$ cat src/rtl/sram_arbiter.sv
// Two-port arbiter/sequencer for a 64Kx8 single-port synchronous SRAM.
// Define SRAM_ARB_FIXED_PRIO_EN for fixed port-0 priority; default is round-robin.
module sram_arbiter #(
  parameter int unsigned ADDR_W = 16,
  parameter int unsigned DATA_W = 8
) (
  input  logic              clk,
  input  logic              rst,
  input  logic              i_req0,
  input  logic              i_req1,
  input  logic              i_we0,
  input  logic              i_we1,
  input  logic [ADDR_W-1:0] i_addr0,
  input  logic [ADDR_W-1:0] i_addr1,
  input  logic [DATA_W-1:0] i_wdata0,
  input  logic [DATA_W-1:0] i_wdata1,
  output logic              o_gnt0,
  output logic              o_gnt1,
  output logic              o_rvalid0,
  output logic              o_rvalid1,
  output logic [DATA_W-1:0] o_rdata0,
  output logic [DATA_W-1:0] o_rdata1,
  output logic              o_busy,
  output logic [ADDR_W-1:0] o_sram_address,
  output logic [DATA_W-1:0] o_sram_data_in,
  output logic              o_sram_we,
  output logic              o_sram_re,
  input  logic [DATA_W-1:0] i_sram_data_out
);

  typedef enum logic [1:0] {
    StIdle,
    StIssue,
    StCapture
  } state_e;

  state_e              r_state, w_state;
  logic                r_port, w_port;
  logic                r_gnt0, w_gnt0;
  logic                r_gnt1, w_gnt1;
  logic                r_rvalid0, w_rvalid0;
  logic                r_rvalid1, w_rvalid1;
  logic [DATA_W-1:0]   r_rdata0, w_rdata0;
  logic [DATA_W-1:0]   r_rdata1, w_rdata1;
  logic                r_busy, w_busy;
  logic [ADDR_W-1:0]   r_addr, w_addr;
  logic [DATA_W-1:0]   r_din, w_din;
  logic                r_we, w_we;
  logic                r_re, w_re;
  logic                w_pick1;
  logic                w_wr;

`ifdef SRAM_ARB_FIXED_PRIO_EN
  assign w_pick1 = i_req1 & ~i_req0;
`else
  logic r_last_gnt;

  // On a tie the port that was not granted last time wins.
  assign w_pick1 = i_req1 & (~i_req0 | ~r_last_gnt);

  always_ff @(posedge clk or posedge rst) begin
    if (rst) begin
      r_last_gnt <= 1'b1;
    end else if (w_gnt0 | w_gnt1) begin
      r_last_gnt <= w_pick1;
    end
  end
`endif

  always_comb begin
    w_state   = r_state;
    w_port    = r_port;
    w_gnt0    = 1'b0;
    w_gnt1    = 1'b0;
    w_rvalid0 = 1'b0;
    w_rvalid1 = 1'b0;
    w_rdata0  = r_rdata0;
    w_rdata1  = r_rdata1;
    w_addr    = r_addr;
    w_din     = r_din;
    w_we      = 1'b0;
    w_re      = 1'b0;
    w_wr      = 1'b0;
    case (r_state)
      StIdle: begin
        if (i_req0 | i_req1) begin
          w_port  = w_pick1;
          w_addr  = w_pick1 ? i_addr1 : i_addr0;
          w_din   = w_pick1 ? i_wdata1 : i_wdata0;
          w_wr    = w_pick1 ? i_we1 : i_we0;
          w_we    = w_wr;
          w_re    = ~w_wr;
          w_gnt0  = ~w_pick1;
          w_gnt1  = w_pick1;
          w_state = StIssue;
        end
      end
      StIssue: begin
        w_state = r_we ? StIdle : StCapture;
      end
      StCapture: begin
        // SRAM output is only driven in this cycle, so capture it now.
        if (r_port) begin
          w_rdata1  = i_sram_data_out;
          w_rvalid1 = 1'b1;
        end else begin
          w_rdata0  = i_sram_data_out;
          w_rvalid0 = 1'b1;
        end
        w_state = StIdle;
      end
      default: begin
        w_state = StIdle;
      end
    endcase
    w_busy = (w_state != StIdle);
  end

  always_ff @(posedge clk or posedge rst) begin
    if (rst) begin
      r_state   <= StIdle;
      r_port    <= 1'b0;
      r_gnt0    <= 1'b0;
      r_gnt1    <= 1'b0;
      r_rvalid0 <= 1'b0;
      r_rvalid1 <= 1'b0;
      r_rdata0  <= '0;
      r_rdata1  <= '0;
      r_busy    <= 1'b0;
      r_addr    <= '0;
      r_din     <= '0;
      r_we      <= 1'b0;
      r_re      <= 1'b0;
    end else begin
      r_state   <= w_state;
      r_port    <= w_port;
      r_gnt0    <= w_gnt0;
      r_gnt1    <= w_gnt1;
      r_rvalid0 <= w_rvalid0;
      r_rvalid1 <= w_rvalid1;
      r_rdata0  <= w_rdata0;
      r_rdata1  <= w_rdata1;
      r_busy    <= w_busy;
      r_addr    <= w_addr;
      r_din     <= w_din;
      r_we      <= w_we;
      r_re      <= w_re;
    end
  end

  assign o_gnt0         = r_gnt0;
  assign o_gnt1         = r_gnt1;
  assign o_rvalid0      = r_rvalid0;
  assign o_rvalid1      = r_rvalid1;
  assign o_rdata0       = r_rdata0;
  assign o_rdata1       = r_rdata1;
  assign o_busy         = r_busy;
  assign o_sram_address = r_addr;
  assign o_sram_data_in = r_din;
  assign o_sram_we      = r_we;
  assign o_sram_re      = r_re;

endmodule

$ cat config.mk
export PLATFORM = sky130hd
export DESIGN_NAME = sram_arbiter
export DESIGN_NICKNAME = d
export VERILOG_FILES = /design/src/rtl/sram_arbiter.sv
export SDC_FILE = /design/constraint.sdc
export NUM_CORES = 1
export LEC_CHECK = 0
export ABC_CLOCK_PERIOD_IN_PS = 2300
export CAP_MARGIN = 10
export CORE_UTILIZATION = 40
export CTS_CLUSTER_DIAMETER = 200
export DETAILED_ROUTE_END_ITERATION = 8
export PLACE_DENSITY = 0.78
export SETUP_SLACK_MARGIN = 0.5
export SLEW_MARGIN = 0
export SYNTH_ARGS = -nofsm -noshare
export SYNTH_HDL_FRONTEND = slang
export SYNTH_SLANG_ARGS = --single-unit
$ cat constraint.sdc
create_clock -name clk -period 2.3 [get_ports clk]
set_input_delay 0.69 -clock clk [delete_from_list [all_inputs] [get_ports clk]]
set_output_delay 0.69 -clock clk [all_outputs]
set_load 0.02 [all_outputs]
== After elaboration in Yosys (flattened, before gate mapping) ==
Cells that the tools add are included.

* Bits in registers: 51
* Input port bits: 62
* Output and inout port bits: 47
* Word-level logic and storage cells: 48

* Eq/ne operators: 2
* Multiplexer cells: 18
* Bitwise gates (word level): 9
* Reduce and logical (&&, ||, !) cells: 5

{| class="wikitable"
|+ Operators by type and width
! kind !! number
|-
| 16-bit two-way mux || 1
|-
| 1-bit two-way mux || 13
|-
| 8-bit two-way mux || 1
|-
| 2-bit AND reduction || 3
|-
| 1-bit NOT || 5
|-
| 2-bit two-way mux || 2
|-
| 2-bit case mux with 2 select lines || 1
|-
| 1-bit OR || 3
|-
| 2-bit by 1-bit == test with 1-bit output, second input constant || 1
|-
| 2-bit == test, second input constant || 1
|-
| 2-bit zero test || 1
|-
| 2-bit nonzero test || 1
|-
| 1-bit AND || 1
|}

== Depth between registers and ports, before layout ==
Gate-level depths: netlist of run 1.

* Depth in word-level cells: 7
* Depth in mapped cells: 6
* Gate-level depth less buffers: 4

== Worst setup path after synthesis of run 1 ==
OpenSTA, ideal clock, no wires.

* Path kind: input to register
* Start point: in i_req0
* End point: reg r_busy (netlist: o_busy)
* Library setup time: 0.127 ns
* Arrival: 1.459 ns
* Data required time: 2.173 ns
* Slack: 0.714 ns
* Stages: 5
* Buffers on the path: 1
* Path through: or2_1 > buf_6 > nand2_4 > inv_2 > or2_2

* Cells in the longest elaborated chain, start to end: 4

{| class="wikitable"
|+ RTL lines
! item !! line !! RTL
|-
| start, declared || 9 || <nowiki>input logic i_req0,</nowiki>
|-
| 1-bit OR || 86 || <nowiki>if (i_req0 | i_req1) begin</nowiki>
|-
| 2-bit two-way mux || 86 ||
|-
| 2-bit case mux with 2 select lines || 84 || <nowiki>case (r_state)</nowiki>
|-
| 2-bit nonzero test || 116 || <nowiki>w_busy = (w_state != StIdle);</nowiki>
|-
| named net w_busy || 45 || <nowiki>logic r_busy, w_busy;</nowiki>
|-
| end signal, assigned || 143 || <nowiki>r_busy <= w_busy;</nowiki>
|-
| end, declared || 45 ||
|}

The timed path passes the listed nets, and every way through them passes these cells.
A chain may end at the register's enable or synchronous reset.

== Worst setup path after layout of run 1 ==
* Start point: in i_req1
* End point: reg r_re (netlist: o_sram_re)

* Cells in the longest elaborated chain, start to end: 5
* Elaborated cells between the ends (all ways): 6
* Those cells by class: mux: 3; bitwise: 3

{| class="wikitable"
|+ RTL lines
! item !! line !! RTL
|-
| start, declared || 10 || <nowiki>input logic i_req1,</nowiki>
|-
| 1-bit AND || 59 || <nowiki>assign w_pick1 = i_req1 & (~i_req0 | ~r_last_gnt);</nowiki>
|-
| 1-bit two-way mux || 90 || <nowiki>w_wr = w_pick1 ? i_we1 : i_we0;</nowiki>
|-
| 1-bit NOT || 92 || <nowiki>w_re = ~w_wr;</nowiki>
|-
| 1-bit two-way mux * || 86 ||
|-
| 1-bit two-way mux * || 84 ||
|-
| named net w_re || 49 || <nowiki>logic r_re, w_re;</nowiki>
|-
| end signal, assigned || 147 || <nowiki>r_re <= w_re;</nowiki>
|-
| end, declared || 49 ||
|}

The timed path passes the listed nets; every way through them passes the cells marked *.

==> impl_metrics.ini, run 1 <==
[status]
status = complete, no violations

[placed_design]
io_buffers = 108
dp_slack_ps = 117.1
dpl.cell_count = 369
hpwl_um = 4001
gp_congestion = 0.6978

[timing]
slew_violations = 0
finalSetupViolCount = 0
max_freq_ghz = 0.5728
rsz0062_at_grt = no
period_share_pct = 75.90
setup_ws_ps = 554.2
finalCriticalPeriod_ps = 1746
hold_viol_final = 0
finalSetupTns_ps = 0
worst_slew_pin_slew_ps = 340.8
fin_worst_skew_ps = 10.16
timing.hold.ws_ps = 452.2
max_slew_margin_pct = 77.28

[detailed_routing]
wl_um = 5334
postRouteAntennaNets = 0
dr_wl_met3_um = 392
firstDrtPassIters = 4
wl_met1_um = 2199
wl_met2_um = 2692
drc_errors = 0
viasPerCell = 5.027
vias = 1895
drt-initial-drc-count = 79
maxUsedRoutingLayer = met4
wl_per_cell_um = 14.15

[grt]
grt.total_usage_pct = 20.19
grt_max_degree = 28
antenna_found_initial = 0
overflow = 0
grt_pass1_vias = 1863
grt_pass1_wl_um = 8604

[synth]
synth.area.top_cells = dfrtp_1 (58%), mux2_2 (8.4%), nand2_1 (8.4%)
yosysTopAreaCell = dfrtp_1
ys_types = 24
syn_avg_cell_area_um2 = 10.92
synth_cells = 196
ys_ff_latch = 51
ys_warn_count = 0
syn_area_um2 = 2141
ys_seq_area_share_pct = 59.67
yosys.area.top_type_share_pct = 58.45
syn_nets = 258

[setup_path]
crit_required_ps = 2550
r2r-start = r_state[1]$_DFF_PP0_
crit_path_end_kind = flip-flop
path_class = in2reg
worst_setup_path_start_kind = primary input
rrSetupSlack_ps = 950
arrival_ps = 1990
crit_start = i_req1
crit_fanout = 15
ff2ff_path_depth = 3

[floorplan]
ioPinCount = 109
core_area_um2 = 5140
initial_core_util_pct = 41.65
die_y_um = 75.16
die_w_um = 75.16
dieArea_um2 = 5648
num_rows = 26

[pwr]
max-vdd-ir-drop_mv = 0.7928
power_density_nw_per_um2 = 1260
p_total_mw = 4.259
p_leak_nw = 1.508

[clock_network]
numCtsBuffers = 5
ctsRootBufferMaster = clkbuf_8
cts_setup_buffers = 0
ctsHoldBuffers = 0
cts.clk_slew.worst_paths_ps = 90
cts_buffer_depth = 2
clock_latency_ps = 300
cts_tree = done
htree_levels = 2
cts.sinks = 51

[hold_path]
min_path_cells = 1
hold_start = o_sram_we$_DFF_PP0_
hold_path_class = reg2reg

[layout]
seq_area_um2 = 1277
area_growth_pct = 57.92
multi_input_area_um2 = 789.5
finalNonFillerCells = 377
nNetsFinal = 368
nFillCells = 461
antenna_cells = 0
layout-drive-gt1-share_pct = 14.01

[flow_run]
maxCapViolations = 0
-- layout make-up --
type                            count  area share (%)
Timing Repair Buffer              116           32.68
Clock buffer                        7           2.850
Multi-Input combinational cell    129           23.35
Sequential cell                    51           37.79
Inverter                            3          0.5181
Tap cell                           70           2.591
Clock inverter                      1          0.2221
-- cell families after synthesis --
group | count (synthesis) | share of synthesized area (%)
AO/OA/AOI/OAI | 53 | 14.49
buffers and inverters | 16 | 4.792
flip-flops | 51 | 59.67
multiplexers | 17 | 8.884
AND/OR/NAND/NOR | 59 | 12.16
-- state kept, by name, indices dropped and copies added, names as in the netlist, 2 cells and up --
name and count:
o_sram_data_in 8, o_sram_address 16, o_rdata0 8, r_state 2, o_rdata1 8
-- power breakdown --
| part | leakage, nW | switching (mW) | internal (mW) | total (mW) |
|---|---|---|---|---|
| registers | 0.596 | 0.235 | 1.34 | 1.58 |
| logic | 0.862 | 1.21 | 0.919 | 2.13 |
| clock network | 0.0505 | 0.280 | 0.274 | 0.553 |
| total | 1.51 | 1.73 | 2.53 | 4.26 |
-- critical path, cell delays in order --
cell	delay, ps
clkdlybuf4s50_1	520
a21boi_4	230
buf_12	160
mux2i_4	240
and2_1	140
-- through the flow --
step,instance area (um2),utilization [%]
6_report,3381,65.77
2_1_floorplan,2145,-
3_5_place_dp,3294,64.09
5_1_grt,3381,65.77
3_3_place_gp,3294,64.09
4_1_cts,3352,65.21
-- worst paths after layout --
path	to
hold reg to reg	r_state[1]$_DFF_PP0_
hold / removal	r_state[1]$_DFF_PP0_
max in group asynchronous	r_last_gnt$_DFFE_PP1P_
setup / recovery	o_sram_re$_DFF_PP0_
min in group asynchronous	o_sram_data_in[3]$_DFFE_PP0P_
setup reg to reg	o_rdata0[2]$_DFFE_PP0P_
-- synthesized netlist by cell type --
cell type / n
dfrtp_1: 50
or2_1: 1
nor2_4: 1
nand3b_2: 1
nor2_1: 2
nand2_4: 1
a21boi_2: 1
nor3_1: 1
a21o_1: 1
inv_2: 1
buf_4: 3
a21bo_2: 1
mux2i_1: 1
inv_1: 2
nor3b_1: 2
a21oi_1: 25
mux2_2: 16
nand2_1: 48
or2_2: 1
dfstp_2: 1
and2_1: 1
buf_6: 3
buf_2: 7
a31oi_1: 25
-- cells in the final DEF, fill, tap and decap left out, types with 2 or more instances in the layout --
master,n
a21oi_1,25
nor3b_1,2
clkbuf_8,7
buf_4,5
a31oi_1,25
nand2_1,48
dfrtp_1,50
dlygate4sd2_1,47
clkinvlp_4,2
buf_6,2
clkdlybuf4s50_1,60
mux2_2,16
nor2_1,2
-- routing by layer --
layer,GRT usage [%],up-vias
met2,35.84,74
met3,5.489,6
met5,0,-
met1,24.68,908
li1,-,907
met4,4.321,0
-- what timing repair did --
item | in CTS | in global routing
endpoints found under the setup margin | 63 | 26
endpoints found under the hold margin | 0 | 0
resized for setup | 50 | 6
(Power assumes the default switching activity.)
==> run 2, diff against run 1 <==
--- a/config.mk
+++ b/config.mk
@@ -5,7 +5,7 @@
 export SDC_FILE = /design/constraint.sdc
 export NUM_CORES = 1
 export LEC_CHECK = 0
-export ABC_CLOCK_PERIOD_IN_PS = 2300
+export ABC_CLOCK_PERIOD_IN_PS = 1800
 export CAP_MARGIN = 10
 export CORE_UTILIZATION = 40
 export CTS_CLUSTER_DIAMETER = 200
==> constraint.sdc (replaced) <==
create_clock -name clk -period 1.8 [get_ports clk]
set_input_delay 0.54 -clock clk [delete_from_list [all_inputs] [get_ports clk]]
set_output_delay 0.54 -clock clk [all_outputs]
set_load 0.02 [all_outputs]
==> run 2 against run 1 <==
Effect of this change: worst setup slack got worse by 140 ps; power increased by 61%; critical path type is now reg2out; first-iteration DRC count grew 150%; cell area is 16% higher; non-clock buffer count grew 41; cell count increased by 11%; clock-buffer cell count up 1; highest routed layer unchanged; critical path depth shrank 4; wire length rose by 19%; global-route usage grew 1.8 points; combinational power is 86% higher; largest cell class is now buffers.
==> impl_metrics.ini, run 2 (synthesis gave the netlist of run 1 again) <==
[layout]
area_growth_pct = 83.11
largest_register_ffs = 16
final_cell_mix = buf_6 (60), clkdlybuf4s50_1 (59), nand2_1 (48), dfrtp_1 (48), buf_4 (32)
nNetsFinal = 409
final_common_cell = buf_6
layout-drive-gt1-share_pct = 38.79
antenna_cells = 0
fin_area_um2 = 3920

[pwr]
power_density_nw_per_um2 = 1746
p_leak_nw = 1.801
max-vdd-ir-drop_mv = 0.8477
clock_power_share_pct = 10.3
p_sw_share_pct = 37.24
p_int_mw = 4.295
combPwrFrac_pct = 58.1
p_switching_mw = 2.549
pwr-share-seq_pct = 31.6

[detailed_routing]
vias = 2084
firstDrtPassIters = 4
wl_per_cell_um = 15.22
postRouteAntennaNets = 0
viasPerCell = 4.986
wl_um = 6363
drt-initial-drc-count = 195
drc_errors = 0

[grt]
grt.total_usage_pct = 22.00
met1_usage_pct = 28.31
antenna_found_initial = 0
grt_pass1_vias = 1976
top_usage_layer = met2
grt_pass1_wl_um = 9287
use_met2_pct = 37.64
grt_max_degree = 28
use_met3_pct = 4.819
overflow = 0

[setup_path]
crit_fanout = 2
cp_cell_sequence = buf_6
path_class = reg2out
path_buf_inv = 1
crit_family = flip-flops
r2r-start = r_state[0]$_DFF_PP0_
worst_setup_path_start_kind = flip-flop
crit_start = o_sram_address[14]$_DFFE_PP0P_
critPathMaxStageDelay_ps = 410
arrival_ps = 850
cp_slowest_cell = dfrtp_1
crit_required_ps = 1260
crit_path_end_kind = output port

[timing]
hold_viol_final = 0
rsz0062_at_grt = yes
max_slew_margin_pct = 75.40
finalSetupViolCount = 0
timing.hold.ws_ps = 491.9
max_freq_ghz = 0.7204
finalCriticalPeriod_ps = 1388
worst_slew_pin_slew_ps = 368.2
slew_violations = 0
period_share_pct = 77.12
fin_worst_skew_ps = 9.192

[status]
status = complete, no violations

[placed_design]
io_buffers = 108
placed_area_um2 = 3357
gp_congestion = 0.7685
hpwl_um = 3997

[floorplan]
die_w_um = 75.16
num_rows = 26
die_y_um = 75.16
dieArea_um2 = 5648
initial_core_util_pct = 41.65
ioPinCount = 109
core_area_um2 = 5140

[clock_network]
ctsHoldBuffers = 0
numCtsBuffers = 5
cts.sinks = 51
cts.clk_slew.worst_paths_ps = 90
ctsRootBufferMaster = clkbuf_8
cts_buffer_depth = 2
htree_levels = 2
clock_latency_ps = 300
cts_tree = done

[hold_path]
hold_start = o_sram_we$_DFF_PP0_
hold_path_class = reg2reg

[flow_run]
maxCapViolations = 0
## run 2: cell type report
cell class / instances / area [um2]
tap: 70 / 87.58
fill: 364 / 1220
clock buffer: 8 / 100.1
inverter: 3 / 22.52
timing repair buffer: 157 / 1597
multi-input combinational: 129 / 833.3
sequential: 51 / 1280
## run 2: what timing repair did
item / in CTS / in global routing
endpoints found under the setup margin: 94 / 83
cloned: 2 / 0
resized for setup: 307 / 17
pin swaps: 5 / 5
buffers inserted: 16 / 17
endpoints found under the hold margin: 0 / 0
## run 2: per-layer routing
metal  part of all wire (%)  up-vias
met3                    7.7        8
met2                     51       95
met4                   0.63        0
li1                       -      980
met1                     40     1001
met5                      0        -
## run 2: power by group through the flow
stage / clock (mW) / combinational, mW / sequential, mW
after floorplan: 0 / 1.07 / 2.65
after global placement: 0 / 3.06 / 2.03
after detailed placement: 0 / 3.12 / 2.05
after CTS: 0.716 / 3.52 / 2.15
after global routing: 0.769 / 4.26 / 2.22
final: 0.708 / 3.97 / 2.16
## run 2: path summary, 6_finish.rpt
check | end | slack (ps) | cells after the start
max | o_sram_address[14] | 410 | 1
min | r_state[1]$_DFF_PP0_ | 490 | 1
max reg2reg | o_rdata0[2]$_DFFE_PP0P_ | 470 | 3
min reg2reg | r_state[1]$_DFF_PP0_ | 490 | 1
max in group asynchronous | r_state[1]$_DFF_PP0_ | 810 | 3
min in group asynchronous | o_sram_address[0]$_DFFE_PP0P_ | 570 | 2
## run 2: stage by stage
step	cells	util [%]	TNS (ps)	setup slack, ps	power [mW]
floorplan	196	-	0	445.0	3.727
global placement	375	65.31	-498.0	-49.01	5.095
detailed placement	375	65.31	-1282	-77.79	5.168
CTS	401	72.66	0	412.0	6.392
global route	418	76.27	0	382.9	7.250
finish	418	76.27	0	411.9	6.843
